`src/rtl/edge_pkg.sv`:
```
// Shared types and default sizing for the multi-channel edge event detector.
package edge_pkg;

   localparam int unsigned N_CH_DEF        = 8;
   localparam int unsigned SYNC_STAGES_DEF = 2;
   localparam int unsigned DEBOUNCE_W_DEF  = 4;

   typedef enum logic [1:0] {
      EDGE_OFF  = 2'b00,
      EDGE_RISE = 2'b01,
      EDGE_FALL = 2'b10,
      EDGE_BOTH = 2'b11
   } edge_mode_t;

   // True when a committed transition to new_level is reportable under mode m.
   function automatic logic edge_qualify(input edge_mode_t m, input logic new_level);
      logic hit;
      hit = 1'b0;
      case (m)
         EDGE_RISE: hit = new_level;
         EDGE_FALL: hit = ~new_level;
         EDGE_BOTH: hit = 1'b1;
         default:   hit = 1'b0;
      endcase
      return hit;
   endfunction

endpackage

```
`src/rtl/edge_filter_ch.sv`:
```
// One channel: optional synchroniser, debounce counter, filtered level and
// registered one-cycle edge pulse on commit.
module edge_filter_ch
   import edge_pkg::*;
#(
   parameter int unsigned SYNC_STAGES = SYNC_STAGES_DEF,
   parameter int unsigned DEBOUNCE_W  = DEBOUNCE_W_DEF
) (
   input  logic                  clk,
   input  logic                  rst_n,
   input  logic                  sig_i,
   input  edge_mode_t            mode_i,
   input  logic [DEBOUNCE_W-1:0] len_i,
   output logic                  level_o,
   output logic                  pulse_o
);

   logic                  s_c;
   logic                  f_q, f_d;
   logic                  pulse_q, pulse_d;
   logic [DEBOUNCE_W-1:0] cnt_q, cnt_d;

   generate
      if (SYNC_STAGES == 0) begin : g_nosync
         assign s_c = sig_i;
      end else begin : g_sync
         logic [SYNC_STAGES-1:0] sync_q, sync_d;

         always_comb begin
            sync_d    = sync_q;
            sync_d[0] = sig_i;
            for (int unsigned i = 1; i < SYNC_STAGES; i++) begin
               sync_d[i] = sync_q[i-1];
            end
         end

         always_ff @(posedge clk) begin
            if (!rst_n) sync_q <= '0;
            else        sync_q <= sync_d;
         end

         assign s_c = sync_q[SYNC_STAGES-1];
      end
   endgenerate

   // ">=" lets a lowered debounce length commit at once instead of wrapping.
   always_comb begin
      f_d     = f_q;
      cnt_d   = cnt_q;
      pulse_d = 1'b0;
      if (s_c == f_q) begin
         cnt_d = '0;
      end else if (cnt_q >= len_i) begin
         f_d     = s_c;
         cnt_d   = '0;
         pulse_d = edge_qualify(mode_i, s_c);
      end else begin
         cnt_d = cnt_q + DEBOUNCE_W'(1);
      end
   end

   always_ff @(posedge clk) begin
      if (!rst_n) begin
         f_q     <= 1'b0;
         cnt_q   <= '0;
         pulse_q <= 1'b0;
      end else begin
         f_q     <= f_d;
         cnt_q   <= cnt_d;
         pulse_q <= pulse_d;
      end
   end

   assign level_o = f_q;
   assign pulse_o = pulse_q;

endmodule

```
`src/rtl/edge_event_detector.sv`:
```
// N_CH edge detectors with sticky pending/overflow flags, masked clear and a
// single interrupt that tracks the OR of pending.
module edge_event_detector
   import edge_pkg::*;
#(
   parameter int unsigned N_CH        = N_CH_DEF,
   parameter int unsigned SYNC_STAGES = SYNC_STAGES_DEF,
   parameter int unsigned DEBOUNCE_W  = DEBOUNCE_W_DEF
) (
   input  logic                  clk,
   input  logic                  rst_n,
   input  logic [N_CH-1:0]       signal_in,
   input  logic [2*N_CH-1:0]     mode,
   input  logic [DEBOUNCE_W-1:0] debounce_len,
   input  logic                  clr,
   input  logic [N_CH-1:0]       clr_mask,
   output logic [N_CH-1:0]       edge_pulse,
   output logic [N_CH-1:0]       level,
   output logic [N_CH-1:0]       pending,
   output logic [N_CH-1:0]       overflow,
   output logic                  irq
);

   logic [N_CH-1:0] pulse_w;
   logic [N_CH-1:0] level_w;
   logic [N_CH-1:0] clr_c;
   logic [N_CH-1:0] pending_q, pending_d;
   logic [N_CH-1:0] overflow_q, overflow_d;
   logic            irq_q, irq_d;

   generate
      for (genvar i = 0; i < int'(N_CH); i++) begin : g_ch
         edge_filter_ch #(
            .SYNC_STAGES (SYNC_STAGES),
            .DEBOUNCE_W  (DEBOUNCE_W)
         ) u_ch (
            .clk     (clk),
            .rst_n   (rst_n),
            .sig_i   (signal_in[i]),
            .mode_i  (edge_mode_t'(mode[2*i +: 2])),
            .len_i   (debounce_len),
            .level_o (level_w[i]),
            .pulse_o (pulse_w[i])
         );
      end
   endgenerate

   // A new pulse always beats a coincident clear of the same channel.
   always_comb begin
      clr_c      = {N_CH{clr}} & clr_mask;
      pending_d  = (pending_q & ~clr_c) | pulse_w;
      overflow_d = (overflow_q & ~clr_c) | (pulse_w & pending_q & ~clr_c);
      irq_d      = |pending_d;
   end

   always_ff @(posedge clk) begin
      if (!rst_n) begin
         pending_q  <= '0;
         overflow_q <= '0;
         irq_q      <= 1'b0;
      end else begin
         pending_q  <= pending_d;
         overflow_q <= overflow_d;
         irq_q      <= irq_d;
      end
   end

   assign edge_pulse = pulse_w;
   assign level      = level_w;
   assign pending    = pending_q;
   assign overflow   = overflow_q;
   assign irq        = irq_q;

endmodule

```
`config.mk`:
```
export PLATFORM = sky130hd
export DESIGN_NAME = edge_event_detector
export DESIGN_NICKNAME = d
export VERILOG_FILES = /design/src/rtl/edge_pkg.sv /design/src/rtl/edge_filter_ch.sv /design/src/rtl/edge_event_detector.sv
export SDC_FILE = /design/constraint.sdc
export NUM_CORES = 1
export LEC_CHECK = 0
export ABC_CLOCK_PERIOD_IN_PS = 2750
export BUFFER_PORTS_ARGS = -buffer_cell sky130_fd_sc_hd__buf_2
export CORE_ASPECT_RATIO = 1.2
export CORE_MARGIN = 2
export CORE_UTILIZATION = 44
export DETAILED_ROUTE_END_ITERATION = 6
export PLACE_DENSITY = 0.66
export SYNTH_ARGS = -nofsm -noshare
export SYNTH_HDL_FRONTEND = slang
export SYNTH_SLANG_ARGS = --single-unit
```
`constraint.sdc`:
```
create_clock -name clk -period 2.75 [get_ports clk]
set_clock_uncertainty 0.05 [all_clocks]
set_input_delay 0.275 -clock clk [delete_from_list [all_inputs] [get_ports clk]]
set_output_delay 0.275 -clock clk [all_outputs]
set_load 0.02 [all_outputs]
```
==> impl_metrics.csv, run 1 <==
group,metric,value,unit
outcome,run_status,"finished clean",
synth,yosysSeqAreaShare,0.4196,
worst_setup_path,critPathBufInv,1,
clock_network,max-clock-path-buffers,2,
worst_setup_path,critical_path_cell_count,6,
worst_setup_path,critPathLaunchType,"flop",
worst_hold_path,hold_depth,2,
detailed_routing,count_of_antenna_violating_nets_left_after_detailed_routing,0,
synth,syn-instance-count,382,
synth,synth_top_flop_cell,"sky130_fd_sc_hd__dfxtp_1",
global_route,antenna_violations_before_repair,0,
synth,synthesis.area_per_instance,10.12,um2
sta,worst-slew-pin-transition,0.4337,ns
detailed_routing,dr_total_vias,2767,
synth,synth_cell_types,24,
sta,timing_hold_violations_final,0,
sta,final.period_utilization,0.6369,
synth,postSynth.asyncResetShare,0,
clock_network,cts_buffers,9,
sta,final-setup-viol-count,0,
sta,max_slew_violation_count,0,
sta,totalNegativeSetupSlack,0,ns
sta,achievable-frequency,571.0,MHz
clock_network,cts.clk_slew.worst_paths,0.08,ns
clock_network,clock_latency,0.34,ns
sta,rsz0062_at_grt,"false",
global_route,overflow_left_after_global_routing,0,
global_route,via_count_of_the_first_global_routing_pass,2779,
worst_setup_path,cp-startpoint,"g_ch[0].u_ch.cnt_q[0]",
worst_hold_path,timing.hold.worst.class,"input port to flop",
worst_setup_path,worst_ep_arrival_time,1.98,ns
power_and_ir_drop,share_clk_of_total_power,0.376,
placement,place.gp.congestion,0.7759,
global_route,wire_length_of_the_first_global_routing_pass,12.18,mm
clock_network,tritoncts,"done",
synth,mappedNetlistNets,461,
worst_setup_path,endpoint,"g_ch[0].u_ch.cnt_q[2]",
clock_network,clk_root_buffer_cell,"sky130_fd_sc_hd__clkbuf_8",
cells_and_area,most-common-layout-cells,"81 x sky130_fd_sc_hd__dfxtp_1, 71 x sky130_fd_sc_hd__buf_2, 56 x sky130_fd_sc_hd__nor2_1, 40 x sky130_fd_sc_hd__ha_1, 24 x sky130_fd_sc_hd__a21oi_1",
sta,postLayoutSetupSlackWorst,0.9986,ns
cells_and_area,utilization,0.5157,
global_route,grt_max_degree,25,
worst_setup_path,crit_path_cell_trace,"inv_1 -> ha_1 -> nand2b_4 -> a2111oi_4 -> o221ai_2 -> nor2_1",
die,die-area,9552,um2
worst_setup_path,timing.reg2reg.worst_path_depth,6,
clock_network,htreeDepth,3,
placement,portBuffers,71,
synth,synthesis.yosys.warnings,0,
global_route,global_route_total_usage_across_every_layer,0.1653,
worst_setup_path,r2r_setup_slack,1.0,ns
die,io-pin-count,72,
worst_setup_path,critical_path.top_delay_family,"compound AO/OA/AOI/OAI gates",
die,chipWidth,89.56,um
placement,post-dp-hpwl,5.509,mm
clock_network,ctsHoldBuffers,0,
detailed_routing,number_of_drc_markers_in_iteration_0,80,
clock_network,ctsResizeCount,0,
detailed_routing,drt_pre_antenna_iters,4,
clock_network,cts_sinks,81,
synth,synth.cell_area,3865,um2
detailed_routing,routedWlPerCell,12.88,um
worst_setup_path,cp_max_fo,4,
job,drv_cap,0,
worst_setup_path,timing.critical_path.required,2.98,ns
worst_setup_path,crit-reg2reg-launch,"g_ch[0].u_ch.cnt_q[0]",
die,floorplan.initialDensity,0.4513,
die,die_h,106.7,um
worst_setup_path,r2r_end,"g_ch[0].u_ch.cnt_q[2]",
sta,slew_headroom,0.7105,
power_and_ir_drop,internal_power,0.001726,W
worst_setup_path,crit_path_top_delay_cell,"sky130_fd_sc_hd__a2111oi_4",
power_and_ir_drop,net-switching-power,0.0005085,W
cells_and_area,area_delta_synth_final,14.28,%
synth,synth_enable_flop_cells,0,
cells_and_area,insertedDiodeCount,0,
sta,final.min_clock_period,1.751,ns
die,floorplan.core_area,8564,um2
detailed_routing,via_per_inst,4.897,
power_and_ir_drop,share_comb_of_total_power,0.087,
cells_and_area,nets,522,
worst_setup_path,criticalPathCategory,"flop to flop",
detailed_routing,detail_route.wirelength,7.276,mm
worst_setup_path,setup.worst_path.end_class,"flop",
cells_and_area,layout_commonest_cell,"sky130_fd_sc_hd__dfxtp_1",
power_and_ir_drop,worst_ir_drop_vdd,0.3588,mV
detailed_routing,drc_violation_count_after_routing,0,
clock_network,cts_post_setup_buffers_inserted,0,
synth,ys_seq_elements,81,
worst_setup_path,cp_slowest_stage_delay,0.45,ns
cells_and_area,layout-drive-gt1-share,0.2455,
power_and_ir_drop,power_density,505.9,nW/um2
power_and_ir_drop,p_leak,1.938,nW
power_and_ir_drop,flop_pwr_share,0.537,
placement,detailedPlace.worstSlack,0.8862,ns
die,placement_rows,37,
power_and_ir_drop,switching_share_of_power,0.2276,
==> worst min-delay path by stage <==
stage | slack (ns) | start | to
2_1_floorplan | 0.35 | signal_in[0] | g_ch[0].u_ch.g_sync.sync_q[0]
3_3_place_gp | 0.36 | g_ch[4].u_ch.g_sync.sync_q[0] | g_ch[4].u_ch.g_sync.sync_q[1]
3_5_place_dp | 0.37 | g_ch[0].u_ch.g_sync.sync_q[0] | g_ch[0].u_ch.g_sync.sync_q[1]
4_1_cts | 0.07 | signal_in[6] | g_ch[6].u_ch.g_sync.sync_q[0]
5_1_grt | 0.07 | signal_in[6] | g_ch[6].u_ch.g_sync.sync_q[0]
6_report | 0.08 | signal_in[6] | g_ch[6].u_ch.g_sync.sync_q[0]
==> per-stage QoR <==
stage	std cells	hold WS, ns	power [W]	instance area [um2]
floorplan	382	0.3523	0.001366	3865
global placement	549	0.3637	0.001419	4228
detailed placement	549	0.3669	0.001425	4228
CTS	565	0.06809	0.002265	4417
global route	565	0.06953	0.002333	4417
finish	565	0.08030	0.002234	4417
==> cells by family (layout without fill, tap and decap cells) <==
family,count (synthesis),in the layout,synth area share
XOR/XNOR,16,16,0.03626
buffers and inverters,42,108,0.05730
AO/OA/AOI/OAI,65,65,0.1625
AND/OR/NAND/NOR,138,138,0.1949
adder cells (fa/ha/maj),40,40,0.1295
flip-flops,81,81,0.4196
==> worst reg2reg max path, cell delays in order (launching register included) <==
cell and delay, ns:
sky130_fd_sc_hd__dfxtp_1 0.40, sky130_fd_sc_hd__inv_1 0.07, sky130_fd_sc_hd__ha_1 0.26, sky130_fd_sc_hd__nand2b_4 0.15
sky130_fd_sc_hd__a2111oi_4 0.45, sky130_fd_sc_hd__o221ai_2 0.20, sky130_fd_sc_hd__nor2_1 0.13
==> area by class of cell <==
type                       instances  area, um2
timing repair buffer              72      362.8
clock buffer                      13      148.9
multi-input combinational        259       2022
tap                              117      146.4
clock inverter                     3      40.04
fill                             788       4148
inverter                          20      75.07
sequential                        81       1622
==> power groups by stage <==
stage | clock, W | combinational, W | sequential [W]
after floorplan | 0 | 0.000141 | 0.00122
after global placement | 0 | 0.000193 | 0.00123
after global routing | 0.000912 | 0.000218 | 0.00120
after detailed placement | 0 | 0.000197 | 0.00123
final | 0.000841 | 0.000194 | 0.00120
after CTS | 0.000867 | 0.000198 | 0.00120
==> cells in the mapped netlist (9+ instances only) <==
cell                      instances  area, um2
sky130_fd_sc_hd__a21oi_1         24      120.1
sky130_fd_sc_hd__and2_1          16      100.1
sky130_fd_sc_hd__buf_4           16      120.1
sky130_fd_sc_hd__dfxtp_1         81       1622
sky130_fd_sc_hd__ha_1            40      500.5
sky130_fd_sc_hd__inv_1           19      71.32
sky130_fd_sc_hd__nand2_1         16      60.06
sky130_fd_sc_hd__nor2_1          56      210.2
sky130_fd_sc_hd__nor2b_1         16      100.1
sky130_fd_sc_hd__o21a_1           9      67.56
==> layer usage <==
| layer | track usage | routed length (um) | vias up |
|---|---|---|---|
| li1 | - | - | 1424 |
| met1 | 0.1969 | 3382 | 1269 |
| met2 | 0.2768 | 3452 | 64 |
| met3 | 0.03310 | 302 | 10 |
| met4 | 0.08102 | 138 | 0 |
| met5 | 0 | 0 | - |
==> sequential cells by signal (all words and copies together) (netlist names) <==
signal / count
g_ch.u_ch.cnt_q: 32
g_ch.u_ch.g_sync.sync_q: 16
g_ch.u_ch.level_o: 8
g_ch.u_ch.pulse_o: 8
irq: 1
overflow: 8
pending: 8
Power figures use the tool's default switching activity.
==> run 2: changes to the inputs <==
--- a/config.mk
+++ b/config.mk
@@ -5,7 +5,7 @@
 export SDC_FILE = /design/constraint.sdc
 export NUM_CORES = 1
 export LEC_CHECK = 0
-export ABC_CLOCK_PERIOD_IN_PS = 2750
+export ABC_CLOCK_PERIOD_IN_PS = 1650
 export BUFFER_PORTS_ARGS = -buffer_cell sky130_fd_sc_hd__buf_2
 export CORE_ASPECT_RATIO = 1.2
 export CORE_MARGIN = 2
==> constraint.sdc (replaced) <==
create_clock -name clk -period 1.65 [get_ports clk]
set_clock_uncertainty 0.05 [all_clocks]
set_input_delay 0.165 -clock clk [delete_from_list [all_inputs] [get_ports clk]]
set_output_delay 0.165 -clock clk [all_outputs]
set_load 0.02 [all_outputs]
==> impl_metrics.csv, run 2 (same netlist as run 1, synthesis figures left out) <==
group,metric,value,unit
cells_and_area,layout-drive-gt1-share,0.3170,
sta,final.period_utilization,0.9814,
clock_network,cts.clk_slew.worst_paths,0.08,ns
die,floorplan.core_area,8564,um2
placement,post-dp-hpwl,5.688,mm
cells_and_area,largest_registers,"g_ch.u_ch.cnt_q x32, g_ch.u_ch.g_sync.sync_q x16",
worst_setup_path,setup.worst_path.end_class,"flop",
die,floorplan.initialDensity,0.4513,
clock_network,clk_root_buffer_cell,"sky130_fd_sc_hd__clkbuf_8",
global_route,grt_max_degree,22,
power_and_ir_drop,power_density,813.8,nW/um2
sta,whs,0.01755,ns
sta,final.min_clock_period,1.619,ns
sta,slew_headroom,0.6947,
cells_and_area,utilization,0.5490,
outcome,run_status,"finished clean",
detailed_routing,via_per_inst,4.937,
clock_network,cts_buffers,9,
cells_and_area,most-common-layout-cells,"73 x sky130_fd_sc_hd__dfxtp_1, 71 x sky130_fd_sc_hd__buf_2, 56 x sky130_fd_sc_hd__nor2_1, 35 x sky130_fd_sc_hd__ha_1, 22 x sky130_fd_sc_hd__a21oi_1",
cells_and_area,finalInstanceArea,4702,um2
worst_setup_path,critPathBufInv,1,
sta,achievable-frequency,617.5,MHz
placement,postPlaceCellArea,4323,um2
detailed_routing,count_of_antenna_violating_nets_left_after_detailed_routing,0,
power_and_ir_drop,share_clk_of_total_power,0.377,
power_and_ir_drop,worst_ir_drop_vdd,0.4640,mV
job,drv_cap,0,
worst_setup_path,timing.critical_path.required,1.82,ns
clock_network,tritoncts,"done",
worst_setup_path,worst_ep_arrival_time,1.79,ns
detailed_routing,drc_violation_count_after_routing,0,
worst_setup_path,cp_max_fo,4,
worst_setup_path,critPathLaunchType,"flop",
sta,worst-slew-pin-transition,0.4572,ns
sta,max_slew_violation_count,0,
global_route,antenna_violations_before_repair,0,
detailed_routing,detail_route.wirelength,7.733,mm
clock_network,htreeDepth,3,
die,die-area,9552,um2
cells_and_area,fillCellCount,775,
detailed_routing,drt_pre_antenna_iters,4,
detailed_routing,dr_total_vias,2898,
global_route,wire_length_of_the_first_global_routing_pass,12.36,mm
worst_setup_path,critical_path.top_delay_family,"compound AO/OA/AOI/OAI gates",
sta,rsz0062_at_grt,"true",
cells_and_area,finalNonFillerCells,587,
die,die_h,106.7,um
placement,portBuffers,71,
clock_network,cts_sinks,81,
worst_hold_path,timing.hold.worst.class,"input port to flop",
power_and_ir_drop,flop_pwr_share,0.522,
placement,post-place-cells,560,
detailed_routing,routedWlPerCell,13.17,um
clock_network,max-clock-path-buffers,2,
die,io-pin-count,72,
power_and_ir_drop,share_comb_of_total_power,0.101,
clock_network,clock_latency,0.36,ns
cells_and_area,nets,544,
cells_and_area,area_delta_synth_final,21.66,%
power_and_ir_drop,p_leak,2.052,nW
worst_setup_path,crit_path_top_delay_cell,"sky130_fd_sc_hd__a2111oi_4",
worst_setup_path,cp_slowest_stage_delay,0.44,ns
global_route,global_route_total_usage_across_every_layer,0.1691,
power_and_ir_drop,switching_share_of_power,0.2376,
power_and_ir_drop,finalPower,0.003826,W
power_and_ir_drop,internal_power,0.002917,W
cells_and_area,layout_commonest_cell,"sky130_fd_sc_hd__dfxtp_1",
die,chipWidth,89.56,um
die,placement_rows,37,
placement,place.gp.congestion,0.7770,
cells_and_area,insertedDiodeCount,0,
worst_setup_path,criticalPathCategory,"flop to flop",
sta,timing_hold_violations_final,0,
cells_and_area,registers.top_by_ff_count,"g_ch.u_ch.cnt_q",
worst_setup_path,crit_path_cell_trace,"inv_2 -> ha_1 -> nand2b_4 -> a2111oi_4 -> or3b_1 -> a21oi_1",
power_and_ir_drop,net-switching-power,0.0009092,W
sta,final-setup-viol-count,0,
detailed_routing,number_of_drc_markers_in_iteration_0,80,
cells_and_area,largest_register_ffs,32,
global_route,overflow_left_after_global_routing,0,
global_route,via_count_of_the_first_global_routing_pass,2830,
==> run 2: stage by stage <==
stage / worst slack (ns) / setup TNS, ns
6_report: 0.03062 / 0
5_1_grt: -0.06778 / -0.8049
4_1_cts: 0.002766 / 0
3_5_place_dp: -0.1014 / -1.999
3_3_place_gp: -0.05617 / -0.9416
2_1_floorplan: 0.07281 / 0
==> run 2: worst paths after layout <==
kind                                                     from                            end  slack, ns  depth (start not counted)
worst max-delay path                    g_ch[4].u_ch.cnt_q[0]           g_ch[4].u_ch.level_o       0.03                          6
worst min-delay path                              clr_mask[4]                    overflow[4]       0.02                          4
worst max register to register          g_ch[4].u_ch.cnt_q[0]           g_ch[4].u_ch.level_o       0.03                          6
worst min register to register  g_ch[2].u_ch.g_sync.sync_q[0]  g_ch[2].u_ch.g_sync.sync_q[1]       0.38                          1
==> run 2: layout make-up <==
type / count / area, um2 / share of cell area
flip-flops and latches: 81 / 1632 / 0.3470
well taps: 117 / 146.4 / 0.03113
inverters: 20 / 75.07 / 0.01597
repair buffers: 94 / 560.5 / 0.1192
multi-input cells: 259 / 2092 / 0.4449
clock buffers: 11 / 141.4 / 0.03007
clock inverters: 5 / 55.05 / 0.01171
==> run 2: routing by layer <==
metal,share of wire,vias up,GRT usage
met4,0.021,0,0.07996
met3,0.041,11,0.03156
met2,0.49,62,0.2873
met5,0,-,0
met1,0.45,1363,0.2004
li1,-,1462,-
==> run 2: worst register-to-register path: stages (launching register included) <==
cell                        delay (ns)
sky130_fd_sc_hd__dfxtp_2          0.34
sky130_fd_sc_hd__inv_2            0.03
sky130_fd_sc_hd__ha_1             0.25
sky130_fd_sc_hd__nand2b_4         0.14
sky130_fd_sc_hd__a2111oi_4        0.44
sky130_fd_sc_hd__or3b_1           0.17
sky130_fd_sc_hd__a21oi_1          0.05
==> run 2: power by group through the flow <==
stage | Sequential (W) | Clock, W | Combinational, W
2_1_floorplan | 0.00204 | 0 | 0.000235
3_3_place_gp | 0.00204 | 0 | 0.000344
3_5_place_dp | 0.00204 | 0 | 0.000353
4_1_cts | 0.00200 | 0.00150 | 0.000369
5_1_grt | 0.00200 | 0.00157 | 0.000427
6_report | 0.00200 | 0.00144 | 0.000387
==> run 2: what timing repair did <==
| action | in CTS | in global routing |
|---|---|---|
| gates resized for setup | 0 | 30 |
| hold buffers | 8 | 0 |
| setup endpoints to repair | 20 | 40 |
| hold endpoints to repair | 8 | 0 |
| buffers inserted | 0 | 3 |
| pin swaps | 8 | 41 |
==> run 3: changes to the inputs <==
--- a/config.mk
+++ b/config.mk
@@ -8,7 +8,7 @@
 export ABC_CLOCK_PERIOD_IN_PS = 1650
 export BUFFER_PORTS_ARGS = -buffer_cell sky130_fd_sc_hd__buf_2
 export CORE_ASPECT_RATIO = 1.2
-export CORE_MARGIN = 2
+export CORE_MARGIN = 10
 export CORE_UTILIZATION = 44
 export DETAILED_ROUTE_END_ITERATION = 6
 export PLACE_DENSITY = 0.66
==> impl_metrics.csv, run 3 (same netlist as run 1, synthesis figures left out) <==
group,metric,value,unit
clock_network,cts_buffers,9,
detailed_routing,number_of_drc_markers_in_iteration_0,80,
clock_network,cts_sinks,81,
detailed_routing,drc_violation_count_after_routing,0,
cells_and_area,most-common-layout-cells,"73 x sky130_fd_sc_hd__dfxtp_1, 71 x sky130_fd_sc_hd__buf_2, 56 x sky130_fd_sc_hd__nor2_1, 35 x sky130_fd_sc_hd__ha_1, 23 x sky130_fd_sc_hd__a21oi_1",
worst_hold_path,timing.hold.worst.class,"input port to flop",
worst_setup_path,setup.worst_path.end_class,"flop",
job,drv_cap,0,
clock_network,clk_root_buffer_cell,"sky130_fd_sc_hd__clkbuf_8",
cells_and_area,nets,544,
sta,final.min_clock_period,1.612,ns
cells_and_area,finalInstanceArea,4693,um2
worst_setup_path,critPathLaunchType,"flop",
global_route,grt_max_degree,20,
cells_and_area,layout-drive-gt1-share,0.3128,
sta,worst-slew-pin-transition,0.4125,ns
sta,final-setup-viol-count,0,
clock_network,cts.clk_slew.worst_paths,0.08,ns
worst_setup_path,cp_max_fo,4,
power_and_ir_drop,p_leak,2.056,nW
worst_setup_path,worst_ep_arrival_time,1.84,ns
worst_setup_path,timing.reg2reg.worst_path_depth,6,
global_route,top_usage_layer,"met2",
placement,portBuffers,71,
detailed_routing,detail_route.wirelength,8.491,mm
detailed_routing,dr_total_vias,2866,
power_and_ir_drop,worst_ir_drop_vdd,0.4066,mV
die,die_h,122.7,um
global_route,overflow_left_after_global_routing,0,
sta,max_slew_violation_count,0,
cells_and_area,insertedDiodeCount,0,
cells_and_area,area_delta_synth_final,21.43,%
global_route,globalRouteMet1Util,0.1536,
worst_setup_path,criticalPathCategory,"flop to flop",
clock_network,htreeDepth,3,
worst_setup_path,crit-reg2reg-launch,"g_ch[7].u_ch.cnt_q[0]",
global_route,via_count_of_the_first_global_routing_pass,2970,
clock_network,max-clock-path-buffers,2,
detailed_routing,routedWlPerCell,14.47,um
die,chipWidth,105.6,um
worst_setup_path,timing.critical_path.required,1.87,ns
clock_network,clock_latency,0.35,ns
worst_hold_path,holdPathEnd,"overflow[6]",
global_route,global_route_total_usage_across_every_layer,0.1323,
worst_setup_path,r2r_setup_slack,0.04,ns
global_route,globalRouteMet3Util,0.03356,
die,io-pin-count,72,
cells_and_area,utilization,0.5480,
sta,slew_headroom,0.7224,
placement,post-dp-hpwl,6.463,mm
power_and_ir_drop,finalPower,0.003757,W
sta,final.period_utilization,0.9772,
global_route,antenna_violations_before_repair,0,
sta,achievable-frequency,620.2,MHz
die,placement_rows,37,
worst_setup_path,r2r_end,"g_ch[7].u_ch.cnt_q[0]",
worst_hold_path,min-delay-start,"clr_mask[6]",
cells_and_area,largest_register_ffs,32,
placement,place.gp.congestion,0.7426,
die,floorplan.core_area,8564,um2
cells_and_area,fillCellCount,787,
power_and_ir_drop,power_density,800.5,nW/um2
placement,postPlaceCellArea,4338,um2
die,die-area,12950,um2
sta,totalNegativeSetupSlack,0,ns
global_route,grtUsageMet2,0.2243,
sta,rsz0062_at_grt,"true",
outcome,run_status,"finished clean",
sta,timing_hold_violations_final,0,
global_route,wire_length_of_the_first_global_routing_pass,13.93,mm
die,floorplan.initialDensity,0.4513,
detailed_routing,via_per_inst,4.882,
worst_hold_path,hold_depth,4,
cells_and_area,registers.top_by_ff_count,"g_ch.u_ch.cnt_q",
cells_and_area,layout_commonest_cell,"sky130_fd_sc_hd__dfxtp_1",
clock_network,tritoncts,"done",
detailed_routing,drt_pre_antenna_iters,4,
cells_and_area,largest_registers,"g_ch.u_ch.cnt_q x32, g_ch.u_ch.g_sync.sync_q x16",
detailed_routing,count_of_antenna_violating_nets_left_after_detailed_routing,0,
run 3: cell types whose count changed in the layout (fill, tap and decap cells not counted):
cell / before / now
sky130_fd_sc_hd__a21oi_1: 22 / 23
sky130_fd_sc_hd__inv_2: 9 / 7
sky130_fd_sc_hd__bufinv_16: 1 / 0
sky130_fd_sc_hd__clkinv_4: 0 / 1
sky130_fd_sc_hd__clkbuf_1: 1 / 0
sky130_fd_sc_hd__clkinvlp_4: 2 / 1
sky130_fd_sc_hd__a21oi_2: 2 / 1
sky130_fd_sc_hd__o21ai_1: 7 / 5
sky130_fd_sc_hd__clkbuf_8: 10 / 12
sky130_fd_sc_hd__o21ai_0: 1 / 3
sky130_fd_sc_hd__inv_1: 11 / 13
run 3: cell type report:
type | count | area [um2] | share of cell area
clock buffer | 12 | 165.2 | 0.03519
inverter | 20 | 75.07 | 0.01600
clock inverter | 4 | 26.28 | 0.005599
sequential | 81 | 1632 | 0.3476
tap | 117 | 146.4 | 0.03119
multi-input combinational | 259 | 2088 | 0.4449
timing repair buffer | 94 | 560.5 | 0.1194
run 3: stage by stage:
step / hold slack (ns) / setup WS, ns / std cells
after floorplan: 0.2423 / 0.07281 / 382
after global placement: 0.3204 / -0.07512 / 562
after detailed placement: 0.3238 / -0.1216 / 562
after CTS: 0.01415 / 0.003763 / 586
after global routing: 0.02055 / -0.05689 / 587
final: 0.02836 / 0.03760 / 587
run 3: how the worst max path moves through the flow:
stage / start / endpoint / depth (start not counted)
after global routing: g_ch[7].u_ch.cnt_q[0] / g_ch[7].u_ch.cnt_q[2] / 6
after floorplan: g_ch[1].u_ch.cnt_q[0] / g_ch[1].u_ch.cnt_q[2] / 6
after detailed placement: debounce_len[1] / g_ch[5].u_ch.cnt_q[2] / 6
after global placement: debounce_len[1] / g_ch[5].u_ch.cnt_q[3] / 6
after CTS: g_ch[0].u_ch.cnt_q[0] / g_ch[0].u_ch.cnt_q[2] / 6
final: g_ch[7].u_ch.cnt_q[0] / g_ch[7].u_ch.cnt_q[0] / 6
run 3: metal layers:
| metal | part of all wire | wire (um) | up-vias |
|---|---|---|---|
| met2 | 0.48 | 4087 | 61 |
| met4 | 0.011 | 97 | 0 |
| met1 | 0.45 | 3825 | 1326 |
| met3 | 0.057 | 482 | 9 |
| li1 | - | - | 1470 |
| met5 | 0 | 0 | - |
run 3: critical path, stage by stage (launching register included):
cell and delay [ns]:
sky130_fd_sc_hd__dfxtp_2 0.34, sky130_fd_sc_hd__inv_2 0.04, sky130_fd_sc_hd__ha_4 0.22, sky130_fd_sc_hd__nand2b_4 0.14
sky130_fd_sc_hd__a2111oi_4 0.44, sky130_fd_sc_hd__o221ai_2 0.19, sky130_fd_sc_hd__nor2_1 0.12
run 3: repair_timing:
action,4_1_cts,5_1_grt
gates cloned,0,0
setup buffers,0,1
hold buffers,8,0
endpoints found under the setup margin,17,40
hold endpoints to repair,8,0
gates resized for setup,0,25
pin swaps,6,44
run 3: report_power, final:
| part | switching [W] | internal [W] | leakage (nW) | total (W) |
|---|---|---|---|---|
| clock | 0.000705 | 0.000668 | 0.0984 | 0.00137 |
| combinational | 0.000189 | 0.000198 | 1.30 | 0.000387 |
| sequential | 0.0000143 | 0.00198 | 0.660 | 0.00200 |
| total | 0.000909 | 0.00285 | 2.06 | 0.00376 |
